[src/rtl/present_sbox_sched_pkg.sv]
// Shared types for the masked PRESENT S-box layer scheduler.
// Provides the nibble count, nibble index type, FSM state encoding and a
// nibble extraction helper.
package present_pkg;

    localparam int unsigned NIBBLES = 16;
    localparam int unsigned IDX_W   = 4;
    localparam int unsigned CNT_W   = 5;
    localparam int unsigned STATE_W = 64;

    typedef logic [IDX_W-1:0] nib_idx_t;

    typedef enum logic [1:0] {
        IDLE,
        RUN,
        DRAIN,
        DONE
    } fsm_t;

    // Nibble i lives at bits [4i+3:4i] of a share.
    function automatic logic [3:0] get_nib(input logic [STATE_W-1:0] s, input nib_idx_t i);
        return s[{i, 2'b00} +: 4];
    endfunction

endpackage

[src/rtl/present_sbox_sched_if.sv]
// Bus bundle between the round controller / masked gadget and the scheduler.
// slave  : scheduler view (control + randomness in, gadget results in).
// master : environment view (round controller, RNG and gadget).
interface present_sbox_sched_if #(
    parameter int unsigned RND_W = 64
);
    logic              start;
    logic [63:0]       load0;
    logic [63:0]       load1;
    logic [63:0]       state0;
    logic [63:0]       state1;
    logic              busy;
    logic              done;
    logic              rnd_valid;
    logic [RND_W-1:0]  rnd;
    logic              rnd_ack;
    logic [3:0]        sbox_in0;
    logic [3:0]        sbox_in1;
    logic [RND_W-1:0]  r_out;
    logic [3:0]        sbox_out0;
    logic [3:0]        sbox_out1;

    modport slave (
        input  start, load0, load1, rnd_valid, rnd, sbox_out0, sbox_out1,
        output state0, state1, busy, done, rnd_ack, sbox_in0, sbox_in1, r_out
    );

    modport master (
        output start, load0, load1, rnd_valid, rnd, sbox_out0, sbox_out1,
        input  state0, state1, busy, done, rnd_ack, sbox_in0, sbox_in1, r_out
    );
endinterface

[src/rtl/present_sbox_sched_inflight_tracker.sv]
// LATENCY-deep valid+index shift register mirroring the gadget pipeline.
// Ports: clk, rst (sync, active-high); i_vld/i_idx enter at the head every
// cycle; o_tail_vld/o_tail_idx show the entry leaving the pipeline.
module present_inflight_tracker
    import present_pkg::*;
#(
    parameter int unsigned LATENCY = 1
) (
    input  logic     clk,
    input  logic     rst,
    input  logic     i_vld,
    input  nib_idx_t i_idx,
    output logic     o_tail_vld,
    output nib_idx_t o_tail_idx
);

    logic [LATENCY-1:0] r_vld;
    nib_idx_t           r_idx [LATENCY];

    // Valid chain: cleared on reset so in-flight results are dropped.
    always_ff @(posedge clk) begin
        if (rst) begin
            r_vld <= '0;
        end else begin
            r_vld[0] <= i_vld;
            for (int unsigned i = 1; i < LATENCY; i++) begin
                r_vld[i] <= r_vld[i-1];
            end
        end
    end

    // Index chain: only meaningful alongside a set valid bit.
    always_ff @(posedge clk) begin
        r_idx[0] <= i_idx;
        for (int unsigned i = 1; i < LATENCY; i++) begin
            r_idx[i] <= r_idx[i-1];
        end
    end

    assign o_tail_vld = r_vld[LATENCY-1];
    assign o_tail_idx = r_idx[LATENCY-1];

endmodule

[src/rtl/present_sbox_sched.sv]
// Issue/writeback scheduler for the nibble-serial two-share masked PRESENT
// S-box layer. Holds both shares, issues one nibble per cycle when rnd_valid,
// and writes each gadget result back into its originating nibble slot.
// Ports: clk, rst (sync, active-high); bus (slave modport) carries start,
// load0/1, state0/1, busy, done, rnd_valid/rnd/rnd_ack, sbox_in0/1, r_out,
// sbox_out0/1.
module present_sbox_sched
    import present_pkg::*;
#(
    parameter int unsigned LATENCY = 1,
    parameter int unsigned RND_W   = 64
) (
    input  logic                 clk,
    input  logic                 rst,
    present_sbox_sched_if.slave  bus
);

    fsm_t              r_state;
    nib_idx_t          r_issue_idx;
    logic [CNT_W-1:0]  r_wb_cnt;
    logic [63:0]       r_state0;
    logic [63:0]       r_state1;
    logic              r_busy;
    logic              r_done;

    logic              w_fire;
    logic              w_tail_vld;
    nib_idx_t          w_tail_idx;

    assign w_fire = (r_state == RUN) && bus.rnd_valid;

    present_inflight_tracker #(
        .LATENCY (LATENCY)
    ) u_tracker (
        .clk        (clk),
        .rst        (rst),
        .i_vld      (w_fire),
        .i_idx      (r_issue_idx),
        .o_tail_vld (w_tail_vld),
        .o_tail_idx (w_tail_idx)
    );

    // Gadget inputs track the issue slot; randomness is gated so it is never reused.
    assign bus.sbox_in0 = get_nib(r_state0, r_issue_idx);
    assign bus.sbox_in1 = get_nib(r_state1, r_issue_idx);
    assign bus.r_out    = w_fire ? bus.rnd : '0;
    assign bus.rnd_ack  = w_fire;
    assign bus.state0   = r_state0;
    assign bus.state1   = r_state1;
    assign bus.busy     = r_busy;
    assign bus.done     = r_done;

    // Layer FSM with share registers and writeback.
    always_ff @(posedge clk) begin
        if (rst) begin
            r_state     <= IDLE;
            r_issue_idx <= '0;
            r_wb_cnt    <= '0;
            r_state0    <= '0;
            r_state1    <= '0;
            r_busy      <= 1'b0;
            r_done      <= 1'b0;
        end else begin
            r_done <= 1'b0;
            if (w_tail_vld) begin
                r_state0[{w_tail_idx, 2'b00} +: 4] <= bus.sbox_out0;
                r_state1[{w_tail_idx, 2'b00} +: 4] <= bus.sbox_out1;
                r_wb_cnt <= r_wb_cnt + CNT_W'(1);
            end
            case (r_state)
                IDLE: begin
                    if (bus.start) begin
                        r_state     <= RUN;
                        r_busy      <= 1'b1;
                        r_state0    <= bus.load0;
                        r_state1    <= bus.load1;
                        r_issue_idx <= '0;
                        r_wb_cnt    <= '0;
                    end
                end
                RUN: begin
                    if (w_fire) begin
                        r_issue_idx <= r_issue_idx + IDX_W'(1);
                        if (r_issue_idx == IDX_W'(NIBBLES - 1)) begin
                            r_state <= DRAIN;
                        end
                    end
                end
                DRAIN: begin
                    // Leave on the edge that completes the 16th writeback.
                    if ((w_tail_vld && (r_wb_cnt == CNT_W'(NIBBLES - 1))) ||
                        (r_wb_cnt == CNT_W'(NIBBLES))) begin
                        r_state <= DONE;
                        r_busy  <= 1'b0;
                        r_done  <= 1'b1;
                    end
                end
                DONE: begin
                    r_state <= IDLE;
                end
                default: begin
                    r_state <= IDLE;
                end
            endcase
        end
    end

endmodule

[src/flat_wrapper.sv]
// flat-port wrapper written by rule: the top's interface ports become plain ports
module present_sbox_sched_flat import present_pkg::*;
#(
    parameter int unsigned LATENCY = 1,
    parameter int unsigned RND_W   = 64
)
  (clk, rst, bus_start, bus_load0, bus_load1, bus_rnd_valid, bus_rnd, bus_sbox_out0, bus_sbox_out1, bus_state0, bus_state1, bus_busy, bus_done, bus_rnd_ack, bus_sbox_in0, bus_sbox_in1, bus_r_out);
  present_sbox_sched_if #(.RND_W(RND_W)) bus_i ();
  input  logic clk;
  input  logic rst;
  input wire logic [$bits(bus_i.start)-1:0] bus_start;
  input wire logic [$bits(bus_i.load0)-1:0] bus_load0;
  input wire logic [$bits(bus_i.load1)-1:0] bus_load1;
  input wire logic [$bits(bus_i.rnd_valid)-1:0] bus_rnd_valid;
  input wire logic [$bits(bus_i.rnd)-1:0] bus_rnd;
  input wire logic [$bits(bus_i.sbox_out0)-1:0] bus_sbox_out0;
  input wire logic [$bits(bus_i.sbox_out1)-1:0] bus_sbox_out1;
  output wire logic [$bits(bus_i.state0)-1:0] bus_state0;
  output wire logic [$bits(bus_i.state1)-1:0] bus_state1;
  output wire logic [$bits(bus_i.busy)-1:0] bus_busy;
  output wire logic [$bits(bus_i.done)-1:0] bus_done;
  output wire logic [$bits(bus_i.rnd_ack)-1:0] bus_rnd_ack;
  output wire logic [$bits(bus_i.sbox_in0)-1:0] bus_sbox_in0;
  output wire logic [$bits(bus_i.sbox_in1)-1:0] bus_sbox_in1;
  output wire logic [$bits(bus_i.r_out)-1:0] bus_r_out;
  assign bus_i.start = bus_start;
  assign bus_i.load0 = bus_load0;
  assign bus_i.load1 = bus_load1;
  assign bus_i.rnd_valid = bus_rnd_valid;
  assign bus_i.rnd = bus_rnd;
  assign bus_i.sbox_out0 = bus_sbox_out0;
  assign bus_i.sbox_out1 = bus_sbox_out1;
  assign bus_state0 = bus_i.state0;
  assign bus_state1 = bus_i.state1;
  assign bus_busy = bus_i.busy;
  assign bus_done = bus_i.done;
  assign bus_rnd_ack = bus_i.rnd_ack;
  assign bus_sbox_in0 = bus_i.sbox_in0;
  assign bus_sbox_in1 = bus_i.sbox_in1;
  assign bus_r_out = bus_i.r_out;
  present_sbox_sched #(.LATENCY(LATENCY), .RND_W(RND_W)) u_core (.clk(clk), .rst(rst), .bus(bus_i));
endmodule
[config.mk]
export PLATFORM = sky130hd
export DESIGN_NAME = present_sbox_sched_flat
export DESIGN_NICKNAME = d
export VERILOG_FILES = /design/src/rtl/present_sbox_sched_pkg.sv /design/src/rtl/present_sbox_sched_if.sv /design/src/rtl/present_sbox_sched_inflight_tracker.sv /design/src/rtl/present_sbox_sched.sv /design/src/flat_wrapper.sv
export SDC_FILE = /design/constraint.sdc
export NUM_CORES = 1
export LEC_CHECK = 0
export ABC_AREA = 1
export ABC_CLOCK_PERIOD_IN_PS = 1900
export CAP_MARGIN = 20
export CORE_ASPECT_RATIO = 1.75
export CORE_MARGIN = 4
export CORE_UTILIZATION = 31
export CTS_CLUSTER_SIZE = 20
export DETAILED_ROUTE_END_ITERATION = 8
export SYNTH_ARGS = -nofsm -noshare
export SYNTH_HDL_FRONTEND = slang
export SYNTH_SLANG_ARGS = --single-unit
export TNS_END_PERCENT = 20
[constraint.sdc]
create_clock -name clk -period 1.9 [get_ports clk]
set_input_delay 0.57 -clock clk [delete_from_list [all_inputs] [get_ports clk]]
set_output_delay 0.57 -clock clk [all_outputs]
set_load 0.02 [all_outputs]
; Word level (Yosys, flattened, before mapping)
; Memories as Yosys holds them, arrays and structs flattened.
; Index checks and enable logic that the tools add are counted.
[word_totals]
regBits = 142
mem_bits_rw = 4
in_bits = 204
out_inout_bits = 203
wordCells = 62
mem_count = 1
[op_classes]
n_addsub = 3
eq_ne = 10
n_shift = 5
n_mux = 24
bitwise = 1
reduce_logical = 10
[memory_table]
columns = memory, words, width, read_ports, rd_clocked_by_memory_dff, write_ports, line
row1 = u_core.u_tracker.r_idx, 1, 4, 1, 0, 1, present_sbox_sched_inflight_tracker.sv:18  ; nib_idx_t r_idx [LATENCY];
[ops]
columns = cell, n
row1 = 64-bit two-way mux, 7
row2 = 64-bit bitwise mux, 2
row3 = 4-bit by 8-bit variable part select with 64-bit output, 2
row4 = 64-bit by 7-bit variable part select with 4-bit output, 2
row5 = "4-bit by 8-bit variable shift with 64-bit output, first input constant", 1
row6 = 5-bit two-way mux, 3
row7 = 2-bit two-way mux, 4
row8 = 4-bit two-way mux, 2
row9 = 6-bit negation with 8-bit output, 1
row10 = 2-bit one-hot mux with 4 select lines, 1
row11 = 4-bit one-hot mux with 2 select lines, 1
row12 = "2-bit != test, second input constant", 3
row13 = 3-bit AND reduction, 2
row14 = "5-bit by 1-bit adder with 5-bit output, second input constant", 1
row15 = "5-bit by 4-bit equality test with 1-bit output, second input constant", 1
row16 = "5-bit equality test, second input constant", 1
row17 = "4-bit by 1-bit adder with 4-bit output, second input constant", 1
row18 = "2-bit equality test, second input constant", 2
row19 = "4-bit equality test, second input constant", 1
row20 = 4-bit AND reduction, 1
row21 = 2-bit nonzero test, 2
row22 = 1-bit two-way mux, 3
row23 = "2-bit by 1-bit equality test with 1-bit output, second input constant", 1
row24 = 1-bit logical AND, 2
row25 = other kinds (6), 6

; Depth between registers and ports, before layout
[depth]
ltp_word = 6
ltp_mapped = 13
ltp_nobuf = 13

; Modules after synthesis
; Synthesis repeated with hierarchy kept, for this count alone.
[hier_totals]
hier_cells = 1579
area_unflattened_um2 = 9257.6
[by_module_without_submodules]
columns = module, instances, cells_each, area_each_um2, seq_area_each_um2
row1 = present_sbox_sched, 1, 1572, 9147.5, 2822.7
row2 = present_inflight_tracker, 1, 7, 110.1, 100.1

; Least setup slack after synthesis
; Ideal clock, no wire load.
[synth_path]
kind = flip-flop to output port
start = register u_core.r_state[1]
end = output port bus_rnd_ack
t_arrival_ns = 1.429
required_ns = 1.330
path_slack_ns = -0.099
path_stages_with_launch = 7
cell_sequence = dfxtp_1 > inv_1 > ha_1 > nand2_1 > clkbuf_1 > buf_1 > inv_1
[synth_between]
elab_chain_cells = 2
[synth_rtl]
columns = element, line
row1 = start: declaration, present_sbox_sched.sv:18  ; fsm_t r_state;
row2 = start signal: assignment, present_sbox_sched.sv:56  ; r_state <= IDLE;
row3 = start signal: assignment, present_sbox_sched.sv:73  ; r_state <= RUN;
row4 = start signal: assignment, present_sbox_sched.sv:85  ; r_state <= DRAIN;
row5 = 2-bit by 1-bit equality test with 1-bit output, present_sbox_sched.sv:30  ; assign w_fire = (r_state == RUN) && bus.rnd_valid;
row6 = 1-bit logical AND, present_sbox_sched.sv:30
row7 = end: declaration, flat_wrapper.sv:22  ; output wire logic [$bits(bus_i.rnd_ack)-1:0] bus_rnd_ack;
; No other way between the ends.

; Worst setup path in the final report
[layout_path]
start = register u_core.r_issue_idx[0]
end = output port bus_sbox_in1[1]
[layout_between]
elab_chain_cells = 1
[layout_rtl]
columns = element, line
row1 = start: declaration, present_sbox_sched.sv:19  ; nib_idx_t r_issue_idx;
row2 = start signal: assignment, present_sbox_sched.sv:83  ; r_issue_idx <= r_issue_idx + IDX_W'(1);
row3 = 64-bit by 7-bit variable part select with 4-bit output, present_sbox_sched_pkg.sv:22  ; return s[{i, 2'b00} +: 4];
row4 = end: declaration, flat_wrapper.sv:24  ; output wire logic [$bits(bus_i.sbox_in1)-1:0] bus_sbox_in1;
; No other way between the ends.

==> flow_metrics.tcl <==
set metrics [dict create \
    setup_viol 74 \
    maxSlewViolCount 0 \
    finClkSkew_ns 0.00870 \
    vias_per_cell 4.87 \
    cts_root_buf "clkbuf_16" \
    syn_area_per_cell_um2 5.85 \
    wl_per_cell_um 19.5 \
    gp_congestion 0.982 \
    layout.nets 2340 \
    synthTopCellsByArea "dfxtp_1, nand2_1, nor2_1" \
    rsz0062_at_grt "true" \
    power_density_nw_per_um2 1140 \
    crit_required_ns 1.33 \
    r2r_end "u_core.bus.state1[51]" \
    synth.ff_latch_count 146 \
    portBuffers 406 \
    crit_type "reg2out" \
    synth_top_area_cell "dfxtp_1" \
    htreeDepth 4 \
    start_util_pct 31.6 \
    routed_wl_um 49300 \
    placed_cells 2462 \
    coreArea_um2 28700 \
    arrival_ns 1.90 \
    cp_max_fo 8 \
    die_width_um 137 \
    reg2reg_from "u_core.u_tracker.r_idx[0][0]" \
    p_leak_nw 8.52 \
    hold_path.class "reg2reg" \
    drtIter0Drc 925 \
    reg2reg_slack_ns -0.03 \
    status "finished, violations left" \
    grt_pass1_vias 12200 \
    crit_path_start "u_core.r_issue_idx[0]" \
    fin_crit_ns 2.47 \
    worstSetupStartpointType "flip-flop" \
    layout-drive-gt1-share_pct 25.5 \
    final_util_pct 58.8 \
    area_growth_syn_to_layout_pct 86.2 \
    cts.sinks 146 \
    first_pass_iters 6 \
    die_h_um 234 \
    drc 0 \
    syn_area_um2 9070 \
    grt_overflow_total 0 \
    io_pins 407 \
    insertion_delay_ns 0.45 \
    ys_warn_count 0 \
    synth_top_cell_area_share_pct 32.2 \
    antenna_left 0 \
    grt_max_degree 50 \
    yosysSeqAreaShare_pct 32.2 \
    period_share_pct 130 \
    hpwl_um 38500 \
    drv_cap 0 \
    fmaxAchievable_mhz 405 \
    ctsLongestPathBuffers 2 \
    synth_cells 1551 \
    violations "setup timing" \
    fin_ws_ns -0.572 \
    grt_usage_pct 29.6 \
    post_synth_num_cell_types 32 \
    fp-row-count 82 \
    relSlewSlack_pct 73.1 \
    vias 12300 \
    clk_transition_reported_paths_ns 0.07 \
    holdBufCountCts 0 \
    ir_worst_vdd_uv 833 \
    reg2regPathDepth 11 \
    worstMarginPinSlew_ns 0.403 \
    antenna_found_initial 4 \
    stdcell_count 2523 \
    grt_pass1_wl_um 69900 \
    end_kind "output port" \
    hold_violations 0 \
    syn_nets 1763 \
    fillerInstances 2765 \
    cts-buffers-inserted 17 \
    cts_tree "yes" \
    dieArea_um2 32200 \
    cp-endpoint "bus_sbox_in1[1]" \
]
==> metrics by stage <==
step                      hold WS [ns]  setup WS (ns)  TNS [ns]  power (mW)  cell area, µm²
after detailed placement         0.469         -0.782    -60.08        14.7           15200
after global routing             0.490         -0.616    -29.58        20.3           16900
after CTS                        0.481         -0.590    -27.41        18.9           16400
after floorplan                  0.350        -0.0893     -2.54        9.13            9090
final                            0.475         -0.572    -22.95        19.2           16900
after global placement           0.466         -0.722    -57.09        14.6           15200
==> synthesized netlist by cell type <==
library cell,number
nand2_2,6
nor2_4,15
ha_1,8
o211ai_1,1
o21bai_1,1
nor2_1,276
inv_1,218
nor3b_1,1
nand2_4,2
o21ai_0,139
inv_2,8
a211oi_1,4
xor2_1,2
nor2_2,2
buf_6,5
nor2_8,1
nand2_1,365
clkinv_1,5
nand3_4,2
or2_2,1
buf_1,14
nand3_2,1
nor3_1,8
dfxtp_1,146
buf_4,2
nor3_2,1
buf_2,10
a21oi_2,1
a21oi_1,79
clkbuf_1,56
nand4_1,2
nand3_1,169
==> cells by family after synthesis <==
family	after synthesis	share of synthesized area [%]
compound gates	225	12.6
xor+xnor	2	0.193
fa+ha+maj	8	1.10
buf+inv	318	13.8
flops	146	32.2
simple gates	852	40.1
==> how the worst min path moves through the flow <==
stage                                      from                           end  slack, ns  cells after the start
after global placement          u_core.bus.busy               u_core.bus.busy       0.47                      2
after floorplan           u_core.r_issue_idx[2]  u_core.u_tracker.r_idx[0][2]       0.35                      0
after global routing            u_core.bus.busy               u_core.bus.busy       0.49                      2
after CTS                       u_core.bus.busy               u_core.bus.busy       0.48                      2
after detailed placement        u_core.bus.busy               u_core.bus.busy       0.47                      2
final                           u_core.bus.busy               u_core.bus.busy       0.47                      2
==> flip-flops by register name (all words and copies together), names as in the netlist <==
register                     count
u_core.bus.busy                  1
u_core.bus.done                  1
u_core.bus.state0               64
u_core.bus.state1               64
u_core.r_issue_idx               4
u_core.r_state                   2
u_core.r_wb_cnt                  5
u_core.u_tracker.o_tail_vld      1
u_core.u_tracker.r_idx           4
==> layer usage <==
metal / track usage [%] / share of wire, % / up-vias
met3: 5.26 / 6.5 / 148
met5: 0 / 0 / -
met4: 20.8 / 7.7 / 0
met1: 28.4 / 33 / 5579
met2: 55.4 / 53 / 594
li1: - / - / 5970
==> cell type report <==
class	count	area (µm²)	share of cell area (%)
flip-flops and latches	146	2930	17.4
well taps	378	473	2.80
multi-input cells	1087	5620	33.3
clock buffers	19	453	2.68
diodes	4	10.0	0.0593
repair buffers	645	6340	37.5
clock inverters	13	181	1.07
inverters	231	878	5.20
==> report_power, final <==
part           switching, mW  total, mW  leakage [nW]  internal, mW
Sequential             0.560       4.39          1.20          3.83
Clock                   1.43       3.70         0.309          2.26
Combinational           6.33       11.2          7.01          4.83
==> critical path, stage by stage (launching register included) <==
cell and delay [ns]:
dfxtp_4 0.41, inv_8 0.06, buf_12 0.13, buf_8 0.12
o21ai_1 0.19, nand3_2 0.14, nand3_2 0.13, nand3_2 0.10
buf_6 0.15
==> layout by cell type, fill, tap and decap left out, drive strengths merged, types with 4 or more instances in the layout <==
| cell type | count |
|---|---|
| bufinv | 4 |
| clkinv | 11 |
| nor3 | 9 |
| clkdlybuf4s15 | 6 |
| dfxtp | 146 |
| a21oi | 80 |
| ha | 8 |
| clkbuf | 22 |
| nand3 | 172 |
| clkdlybuf4s50 | 202 |
| dlymetal6s2s | 14 |
| nor2 | 294 |
| o21ai | 139 |
| buf | 353 |
| dlygate4sd2 | 67 |
| diode | 4 |
| a211oi | 4 |
| nand2 | 373 |
| inv | 227 |
==> repair_timing <==
action | 4_1_cts | 5_1_grt
pin swaps | 15 | 24
setup endpoints to repair | 233 | 223
setup buffers | 19 | 4
gates resized for setup | 637 | 140
gates cloned | 5 | 2
Power figures use the tool's default switching activity.
